$ cat src/rtl/demux_1x8_16_seq.sv
// 1-to-8 sequencing demultiplexer. Words are steered into held channel registers,
// either by explicit address or by a rotating write pointer, with per-frame completion tracking.
module demux_1x8_16_seq #(
  parameter int W = 16
) (
  input  logic         clk,
  input  logic         rst_n,
  input  logic [W-1:0] in_data,
  input  logic         in_valid,
  input  logic [2:0]   in_sel,
  input  logic         mode,
  input  logic         clr,
  output logic [W-1:0] o0,
  output logic [W-1:0] o1,
  output logic [W-1:0] o2,
  output logic [W-1:0] o3,
  output logic [W-1:0] o4,
  output logic [W-1:0] o5,
  output logic [W-1:0] o6,
  output logic [W-1:0] o7,
  output logic [7:0]   vld,
  output logic [2:0]   ptr,
  output logic         frame_done,
  output logic         overrun
);

  logic [W-1:0] o_q [8];
  logic [W-1:0] o_d [8];
  logic [7:0]   vld_q, vld_d;
  logic [2:0]   ptr_q, ptr_d;
  logic         frame_done_q, frame_done_d;
  logic         overrun_q, overrun_d;

  logic         accept;
  logic [2:0]   ch;
  logic [7:0]   ch_onehot;
  logic [7:0]   nv;

  assign accept    = in_valid && !clr;
  assign ch        = mode ? ptr_q : in_sel;
  assign ch_onehot = 8'b1 << ch;
  assign nv        = vld_q | ch_onehot;

  // clr wins over a simultaneous word; channel data is never touched by clr
  always_comb begin
    o_d          = o_q;
    vld_d        = vld_q;
    ptr_d        = ptr_q;
    overrun_d    = overrun_q;
    frame_done_d = 1'b0;
    if (clr) begin
      vld_d     = 8'h00;
      ptr_d     = 3'd0;
      overrun_d = 1'b0;
    end else if (accept) begin
      o_d[ch] = in_data;
      if (mode) begin
        ptr_d = ptr_q + 3'd1;
      end
      if (vld_q[ch]) begin
        overrun_d = 1'b1;
      end
      if (nv == 8'hFF) begin
        vld_d        = 8'h00;
        frame_done_d = 1'b1;
      end else begin
        vld_d = nv;
      end
    end
  end

  always_ff @(posedge clk or negedge rst_n) begin
    if (!rst_n) begin
      for (int k = 0; k < 8; k++) begin
        o_q[k] <= '0;
      end
      vld_q        <= 8'h00;
      ptr_q        <= 3'd0;
      frame_done_q <= 1'b0;
      overrun_q    <= 1'b0;
    end else begin
      o_q          <= o_d;
      vld_q        <= vld_d;
      ptr_q        <= ptr_d;
      frame_done_q <= frame_done_d;
      overrun_q    <= overrun_d;
    end
  end

  assign o0         = o_q[0];
  assign o1         = o_q[1];
  assign o2         = o_q[2];
  assign o3         = o_q[3];
  assign o4         = o_q[4];
  assign o5         = o_q[5];
  assign o6         = o_q[6];
  assign o7         = o_q[7];
  assign vld        = vld_q;
  assign ptr        = ptr_q;
  assign frame_done = frame_done_q;
  assign overrun    = overrun_q;

endmodule

$ cat config.mk
export PLATFORM = sky130hd
export DESIGN_NAME = demux_1x8_16_seq
export DESIGN_NICKNAME = d
export VERILOG_FILES = /design/src/rtl/demux_1x8_16_seq.sv
export SDC_FILE = /design/constraint.sdc
export NUM_CORES = 1
export LEC_CHECK = 0
export CAP_MARGIN = 0
export CORE_MARGIN = 2
export CORE_UTILIZATION = 40
export DETAILED_ROUTE_END_ITERATION = 10
export GPL_TIMING_DRIVEN = 0
export HOLD_SLACK_MARGIN = 0.15
export PLACE_DENSITY = 0.69
export SYNTH_ARGS = -nofsm -noshare
export SYNTH_HDL_FRONTEND = slang
export SYNTH_SLANG_ARGS = --single-unit
$ cat constraint.sdc
create_clock -name clk -period 2.75 [get_ports clk]
set_clock_uncertainty 0.15 [all_clocks]
set_input_delay 0.275 -clock clk [delete_from_list [all_inputs] [get_ports clk]]
set_output_delay 0.275 -clock clk [all_outputs]
set_load 0.02 [all_outputs]
After elaboration in Yosys (flattened, before gate mapping)
Index checks and enable logic that the tools add are counted.
Widths: inputs -> output; s select.
{ "classes": {"n_addsub": 1, "multipliers": 0, "div_mod_pow": 0, "n_lt_le_gt_ge": 3, "eq_ne": 1, "n_shift": 1, "n_mux": 18, "n_bitwise": 3, "n_reduce_logical": 9} }
{ "ops": {"columns": ["op", "count"], "rows": [
  ["$bwmux 128", 1],
  ["$demux 16 s3", 1],
  ["$mux 8", 3],
  ["$mux 16", 1],
  ["$mux 3", 4],
  ["$eq 8x8->1 const B", 1],
  ["$or 8x8->8", 1],
  ["$shl 1x3->8 const A", 1],
  ["$mux 1", 7],
  ["$reduce_and 2->1", 3],
  ["$reduce_bool 2->1", 3],
  ["$ge 4x4->1 const B", 1],
  ["$lt 3x4->1 const B", 1],
  ["$lt 4x1->1 const B", 1],
  ["$not 3->4", 1],
  ["$add 3x1->3 const B", 1],
  ["$bmux 1 s3", 1],
  ["$logic_and 1x1->1", 2],
  ["$logic_not 1->1", 1],
  ["$not 1->1", 1]
]} }
{ "totals": {"ff_bits": 141, "latch_bits": 0, "ramBits": 0, "rom_bits": 0, "mem_count": 0} }

Depth between registers and ports, before layout
Gate-level depths: netlist of the first run.
{ "depth": {"ltp_word": 7, "ltp_mapped": 8, "depth_no_buf": 5} }

Worst setup path after synthesis of the first run
OpenSTA, ideal clock, no wires.
{ "synth_timing": {"path_type": "reg-to-reg", "start": "register ptr_q[2], in the netlist ptr[2]", "end": "register o_q (netlist bit o3[10])", "setup_ps": 125, "arrival_ps": 1846, "t_required_ps": 2475, "path_slack_ps": 630, "path_stages_with_launch": 6, "synth_period_minus_slack_ps": 2120, "path_cell_list": "dfrtp_1 -> mux2_2 -> buf_6 -> nor3_2 -> buf_6 -> mux2_2"} }
{ "synth_between": {"elab_chain_len": 7, "elab_cells_between_ends": 8} }
{ "synth_lines": {"columns": ["element", "line_no", "rtl"], "rows": [
  ["start, declared", "30", "logic [2:0] ptr_q, ptr_d;"],
  ["start signal, assigned", "84", "ptr_q <= ptr_d;"],
  ["$mux 3 *", "40", "assign ch = mode ? ptr_q : in_sel;"],
  ["$not 3->4 (implied by the code) *", "56", "o_d[ch] = in_data;"],
  ["$ge 4x4->1 (implied by the code) or $lt 4x1->1 (tied branches)", "56", null],
  ["$logic_and 1x1->1 (implied by the code)", "56", null],
  ["$mux 16 (implied by the code)", "56", null],
  ["$demux 16 s3 *", "56", null],
  ["$bwmux 128 *", "56", null],
  ["end signal, assigned by index", "75", "o_q[k] <= '0;"],
  ["end signal, assigned", "82", "o_q <= o_d;"],
  ["end, declared", "27", "logic [W-1:0] o_q [8];"]
]} }
Mark *: on every way between the ends. The rest lies on a longest branch, timed or not.
A chain may end at the register's enable or synchronous reset.

Final worst setup path of the first run
{ "layout_timing": {"start": "input port mode", "end": "register o_q (netlist bit o3[5])"} }
{ "layout_between": {"elab_chain_len": 7, "elab_cells_between_ends": 8} }
{ "layout_lines": {"columns": ["element", "line_no", "rtl"], "rows": [
  ["start, declared", "11", "input logic mode,"],
  ["$mux 3 *", "40", null],
  ["$not 3->4 (implied by the code) *", "56", null],
  ["$ge 4x4->1 (implied by the code) or $lt 4x1->1 (tied branches)", "56", null],
  ["$logic_and 1x1->1 (implied by the code)", "56", null],
  ["$mux 16 (implied by the code)", "56", null],
  ["$demux 16 s3 *", "56", null],
  ["$bwmux 128 *", "56", null]
]} }
Marked as above.

==> flow_summary.json, run 1 <==
{
  "synth-seq-cells": 141,
  "grt_overflow": 0,
  "synth_top_area_share_pct": 62.21,
  "slew_headroom_pct": 53.25,
  "dr.pass1.iters": 4,
  "placedCellCount": 714,
  "cp_max_fo": 10,
  "synth_top_family_by_area": "multiplexers",
  "synth_cell_types": 36,
  "setup_slack_ns": 0.2593,
  "final_nets": 579,
  "max_stage_delay_ns": 0.57,
  "synth_compound_area_share_pct": 4.655,
  "coreArea_um2": 13880,
  "clockRootBuffer": "clkbuf_16",
  "pre_cts_slack_ns": -0.2475,
  "grt_start_max_net_pins": 100,
  "path_clk_slew_ns": 0.05,
  "clock_latency_ns": 0.41,
  "syn_avg_cell_area_um2": 15.37,
  "wl_um": 14240,
  "synth_most_common_cell": "dfrtp_1",
  "cp.required_ns": 2.89,
  "drive_above_1_share_pct": 32.63,
  "yosys.area_share.xor_xnor_pct": 0.3088,
  "cts.path.max_buffers": 2,
  "grt_pass1_wl_um": 21760,
  "die_area_um2": 15150,
  "yosys_warnings": 0,
  "viasPerCell": 5.074,
  "max-cap-violations": 0,
  "postSynth.asyncResetShare_pct": 100.0,
  "rows": 43,
  "area_growth_pct": 43.94,
  "synth_edf_count": 0,
  "ant_nets": 0,
  "syn_inst": 369,
  "num_vias": 3790,
  "synth_nets": 394,
  "crit_path_top_delay_cell": "clkdlybuf4s50_1",
  "ys.flop_type": "dfrtp_1",
  "swShare_pct": 29.40,
  "fill_cells": 1106,
  "p_per_area_nw_per_um2": 879.8,
  "cts_resized": 0,
  "drt-initial-drc-count": 147,
  "critPathKind": "input pin to flip-flop",
  "status": "finished, final reports clean",
  "synth_fa_ha_area_share_pct": 0.2206,
  "synth_mux_area_share_pct": 26.45,
  "die_x_um": 123.1,
  "drc": 0,
  "setup_violations": 0,
  "cts_buffers": 17,
  "synthTopCellsByCount": "141 x dfrtp_1, 119 x mux2_2, 16 x nand2_1",
  "p_int_mw": 5.071,
  "tns_ns": 0,
  "grt_usage_pct": 19.58,
  "ctsHoldBuffers": 1,
  "antenna_cells": 0,
  "pwr-share-seq_pct": 38.6,
  "io_buffers": 164,
  "dp_hpwl_um": 10030,
  "post_cts_buffers": 0,
  "cellLeakagePower_nw": 3.529,
  "final_util_pct": 58.82,
  "cp_cell_sequence": "clkdlybuf4s50_1 > mux2_2 > buf_6 > nor3_2 > buf_6 > mux2_2",
  "irDropWorstVdd_mv": 0.5099,
  "p_sw_mw": 2.111,
  "tightestPinTransition_ns": 0.6975,
  "finalHoldViolations": 0,
  "setup.worst_path.end_class": "flip-flop",
  "gp_congestion": 0.8759,
  "multiInputGateArea_um2": 2008,
  "drt-wirelength-per-cell_um": 19.06,
  "die_y_um": 123.1,
  "critPathBufInv": 3,
  "clock_power_share_pct": 31.1,
  "syn_area_um2": 5672,
  "combPwrFrac_pct": 30.3,
  "post-route-period-util_pct": 90.57,
  "worstPathArrival_ns": 2.63,
  "pin_count": 165,
  "clock_sinks": 141,
  "grt_pass1_vias": 3855,
  "ys_seq_area_share_pct": 62.21,
  "critical_path.top_delay_family": "buffers and inverters",
  "fmax_mhz": 401.5,
  "start_kind": "input pin",
  "register_area_um2": 3528,
  "synthTopCellsByArea": "dfrtp_1 62%, mux2_2 24%, mux2_4 2.6%, buf_6 1.2%, a211oi_1 1.1%",
  "cts_tree": "yes",
  "rsz0062_at_grt": "no",
  "initial_core_util_pct": 40.86,
  "antenna_found_initial": 0,
  "hp-class": "input pin to asynchronous set/reset pin",
  "drv_slew": 0,
  "synth-simple-area-share_pct": 3.772,
  "layout.cells.non_filler": 747,
  "cts_htree_levels": 4,
  "finalCriticalPeriod_ns": 2.491,
  "yosysTopAreaCell": "dfrtp_1"
}
==> cells by family after synthesis <==
logic type                 count (synthesis)
muxes                                    130
buffers and inverters                     20
adders and majority gates                  1
xor gates and xnor gates                   2
DFF                                      141
and+or+nand+nor                           41
AOI/OAI and AO/OA                         34
==> area by class of cell <==
class	count	area share (%)
plain buffers	19	1.609
flip-flops and latches	141	43.22
clock inverters	10	1.379
inverters	1	0.04598
multi-input cells	208	24.60
well taps	180	2.759
repair buffers	166	20.58
clock buffers	22	5.808
==> layer usage <==
metal | track usage (%) | vias up | wire [um]
met5 | 0 | - | 0
met4 | 7.670 | 0 | 230
met3 | 7.426 | 21 | 1073
met2 | 31.35 | 119 | 7051
met1 | 24.00 | 1947 | 5885
li1 | - | 1703 | -
==> power groups by stage <==
stage / Clock (mW) / Combinational [mW] / Sequential [mW]
6_report: 2.23 / 2.18 / 2.77
5_1_grt: 2.38 / 2.30 / 2.83
4_1_cts: 2.29 / 2.20 / 2.78
3_5_place_dp: 0 / 2.19 / 2.81
3_3_place_gp: 0 / 2.17 / 2.78
2_1_floorplan: 0 / 0.469 / 3.34
==> path summary, 6_finish.rpt <==
check	startpoint	endpoint	slack, ns	cells after the start
setup / recovery	mode	o3[5]	0.26	6
hold / removal	rst_n	o5[9]	0.21	2
setup reg to reg	ptr[2]	o3[5]	0.36	5
hold reg to reg	o3[10]	o3[10]	0.35	1
max in group asynchronous	rst_n	o0[0]	1.43	3
min in group clk	clr	vld[7]	0.34	2
==> through the flow <==
| stage | cell area [um2] | power, mW | hold slack (ns) |
|---|---|---|---|
| 3_3_place_gp | 7538 | 4.948 | 0.3383 |
| 5_1_grt | 8164 | 7.512 | 0.2511 |
| 6_report | 8164 | 7.183 | 0.2128 |
| 3_5_place_dp | 7567 | 4.998 | 0.07141 |
| 2_1_floorplan | 5672 | 3.805 | -0.1706 |
| 4_1_cts | 8164 | 7.267 | 0.2152 |
==> flip-flops by register name, summed over array words and instances, names as in the netlist <==
| signal | count |
|---|---|
| o5 | 16 |
| o0 | 16 |
| o4 | 16 |
| ptr | 3 |
| frame_done | 1 |
| overrun | 1 |
| o1 | 16 |
| o2 | 16 |
| o3 | 16 |
| o7 | 16 |
| vld | 8 |
| o6 | 16 |
==> cell usage in the layout (no fill, tap or decap), drive strengths merged, types with 2 or more instances in the layout <==
master and instances:
nand2 18, buf 18, inv 2, nor2 6, clkbuf 25, nor3 2
a211oi 8, dfrtp 141, nand2b 3, mux2 129, a31oi 8, o211ai 8
a221o 2, a21oi 2, or2 2, clkinv 6, nor2b 4, nand3 2
bufinv 2, nor3b 2, clkdlybuf4s50 163, xor2 2
(Power assumes the default switching activity.)
==> run 2, diff against run 1 <==
- CORE_UTILIZATION: 40 -> 27
- CTS_CLUSTER_DIAMETER: default -> 50
- PLACE_DENSITY: 0.69 -> default
==> run 2 against run 1 <==
Effect of this change:
- design area is 1.1% higher
- global-route usage is 4.9 points lower
- clock power is 2% lower
- register-to-register slack worse by 0.11 ns
- power is 0.77% lower
- utilization is 19 points lower
- critical endpoint is now o3[10]
- largest power group unchanged
- highest routed layer unchanged
==> flow_summary.json, run 2 (synthesized netlist as in run 1, its figures left out) <==
{
  "critical_path.top_delay_family": "buffers and inverters",
  "clock_sinks": 141,
  "rsz0062_at_grt": "no",
  "placed_area_um2": 7686,
  "initial_core_util_pct": 27.24,
  "die_area_um2": 22180,
  "max-cap-violations": 0,
  "dr.pass1.iters": 6,
  "cts.path.max_buffers": 2,
  "post_cts_buffers": 0,
  "fin_area_um2": 8257,
  "pin_count": 165,
  "layout.cells.non_filler": 842,
  "ctsHoldBuffers": 1,
  "antenna_found_initial": 0,
  "setup_slack_ns": 0.1465,
  "cts_htree_levels": 4,
  "regToRegStartpoint": "ptr[2]",
  "path_clk_slew_ns": 0.07,
  "status": "finished, final reports clean",
  "critPathBufInv": 3,
  "grt_start_max_net_pins": 95,
  "rows": 53,
  "area_growth_pct": 45.58,
  "clock_latency_ns": 0.41,
  "num_vias": 3837,
  "dp_hpwl_um": 11040,
  "drt-initial-drc-count": 120,
  "post-route-period-util_pct": 94.67,
  "finalCriticalPeriod_ns": 2.603,
  "tightestPinTransition_ns": 0.8733,
  "reg2regPathDepth": 5,
  "placedCellCount": 809,
  "die_y_um": 148.9,
  "slew_headroom_pct": 41.46,
  "clockRootBuffer": "clkbuf_16",
  "wl_um": 15780,
  "hp-class": "input pin to asynchronous set/reset pin",
  "setup_violations": 0,
  "start_kind": "input pin",
  "critPathKind": "input pin to flip-flop",
  "p_per_area_nw_per_um2": 863.2,
  "max_stage_delay_ns": 0.70,
  "fmax_mhz": 384.1,
  "final_util_pct": 39.65,
  "grt_pass1_wl_um": 24590,
  "pre_cts_slack_ns": -0.3093,
  "coreArea_um2": 20820,
  "grt_usage_pct": 14.72,
  "die_x_um": 148.9,
  "setup.worst_path.end_class": "flip-flop",
  "worstPathArrival_ns": 2.75,
  "grt_overflow": 0,
  "grt_pass1_vias": 3983,
  "final_common_cell": "clkdlybuf4s50_1",
  "viasPerCell": 4.557,
  "cp_cell_sequence": "clkdlybuf4s50_1 > mux2_2 > buf_6 > nor3_2 > buf_6 > mux2_2",
  "regToRegEndpoint": "o3[10]",
  "cp.required_ns": 2.89,
  "cts_resized": 0,
  "drc": 0,
  "ant_nets": 0,
  "drive_above_1_share_pct": 32.80,
  "drv_slew": 0,
  "cp_max_fo": 10,
  "cts_tree": "yes",
  "cts_buffers": 17,
  "cellLeakagePower_nw": 3.503,
  "drt-wirelength-per-cell_um": 18.74,
  "antenna_cells": 0,
  "crit_path_top_delay_cell": "nor3_2",
  "finalHoldViolations": 0,
  "irDropWorstVdd_mv": 0.3974,
  "gp_congestion": 0.8423,
  "final_cell_mix": "163 x clkdlybuf4s50_1, 141 x dfrtp_1, 119 x mux2_2",
  "io_buffers": 164,
  "r2r_slack_ns": 0.25,
  "final_nets": 579
}
[run 2: report_power, final]
| group | internal (mW) | switching [mW] | total (mW) |
|---|---|---|---|
| combinational | 1.14 | 1.04 | 2.18 |
| sequential | 2.52 | 0.248 | 2.77 |
| clock | 1.19 | 0.984 | 2.18 |
| total | 4.85 | 2.27 | 7.13 |
[run 2: worst max-delay path by stage]
stage / startpoint / cells after the start / to / slack [ns]
floorplan: ptr[2] / 5 / o3[10] / 0.63
global placement: rst_n / 1 / o6[1] / -4.24
detailed placement: mode / 6 / o3[10] / -0.31
CTS: mode / 6 / o3[10] / 0.13
global route: mode / 6 / o3[7] / 0.03
finish: mode / 6 / o3[10] / 0.15
[run 2: worst register-to-register path: cells and delay by family (launching register included)]
family	cells	cell delay, ns
AND/OR/NAND/NOR	1	0.70
multiplexers	2	0.69
buffers and inverters	2	0.43
flip-flops	1	0.42
[run 2: metrics by stage]
| step | hold WS [ns] | setup TNS, ns | total power, mW |
|---|---|---|---|
| 6_report | 0.2124 | 0 | 7.127 |
| 5_1_grt | 0.2278 | 0 | 7.467 |
| 4_1_cts | 0.2194 | 0 | 7.230 |
| 3_5_place_dp | 0.1010 | -10.11 | 5.010 |
| 3_3_place_gp | 0.3378 | -604.04 | 4.967 |
| 2_1_floorplan | -0.1706 | 0 | 3.805 |
[run 2: area by class of cell]
| type | count | area (um2) |
|---|---|---|
| Fill cell | 1978 | 12570 |
| Sequential cell | 141 | 3528 |
| Multi-Input combinational cell | 208 | 2008 |
| Timing Repair Buffer | 166 | 1680 |
| Clock buffer | 18 | 429.2 |
| Tap cell | 275 | 344.1 |
| Clock inverter | 14 | 131.4 |
| Buffer | 19 | 131.4 |
| Inverter | 1 | 3.754 |
[run 2: metal layers]
metal | track usage (%) | wire (um) | part of all wire, % | vias up
li1 | - | - | - | 1719
met1 | 19.00 | 6845 | 43 | 2003
met2 | 24.24 | 7975 | 51 | 97
met3 | 3.761 | 702 | 4.4 | 18
met4 | 4.762 | 257 | 1.6 | 0
met5 | 0 | 0 | 0 | -
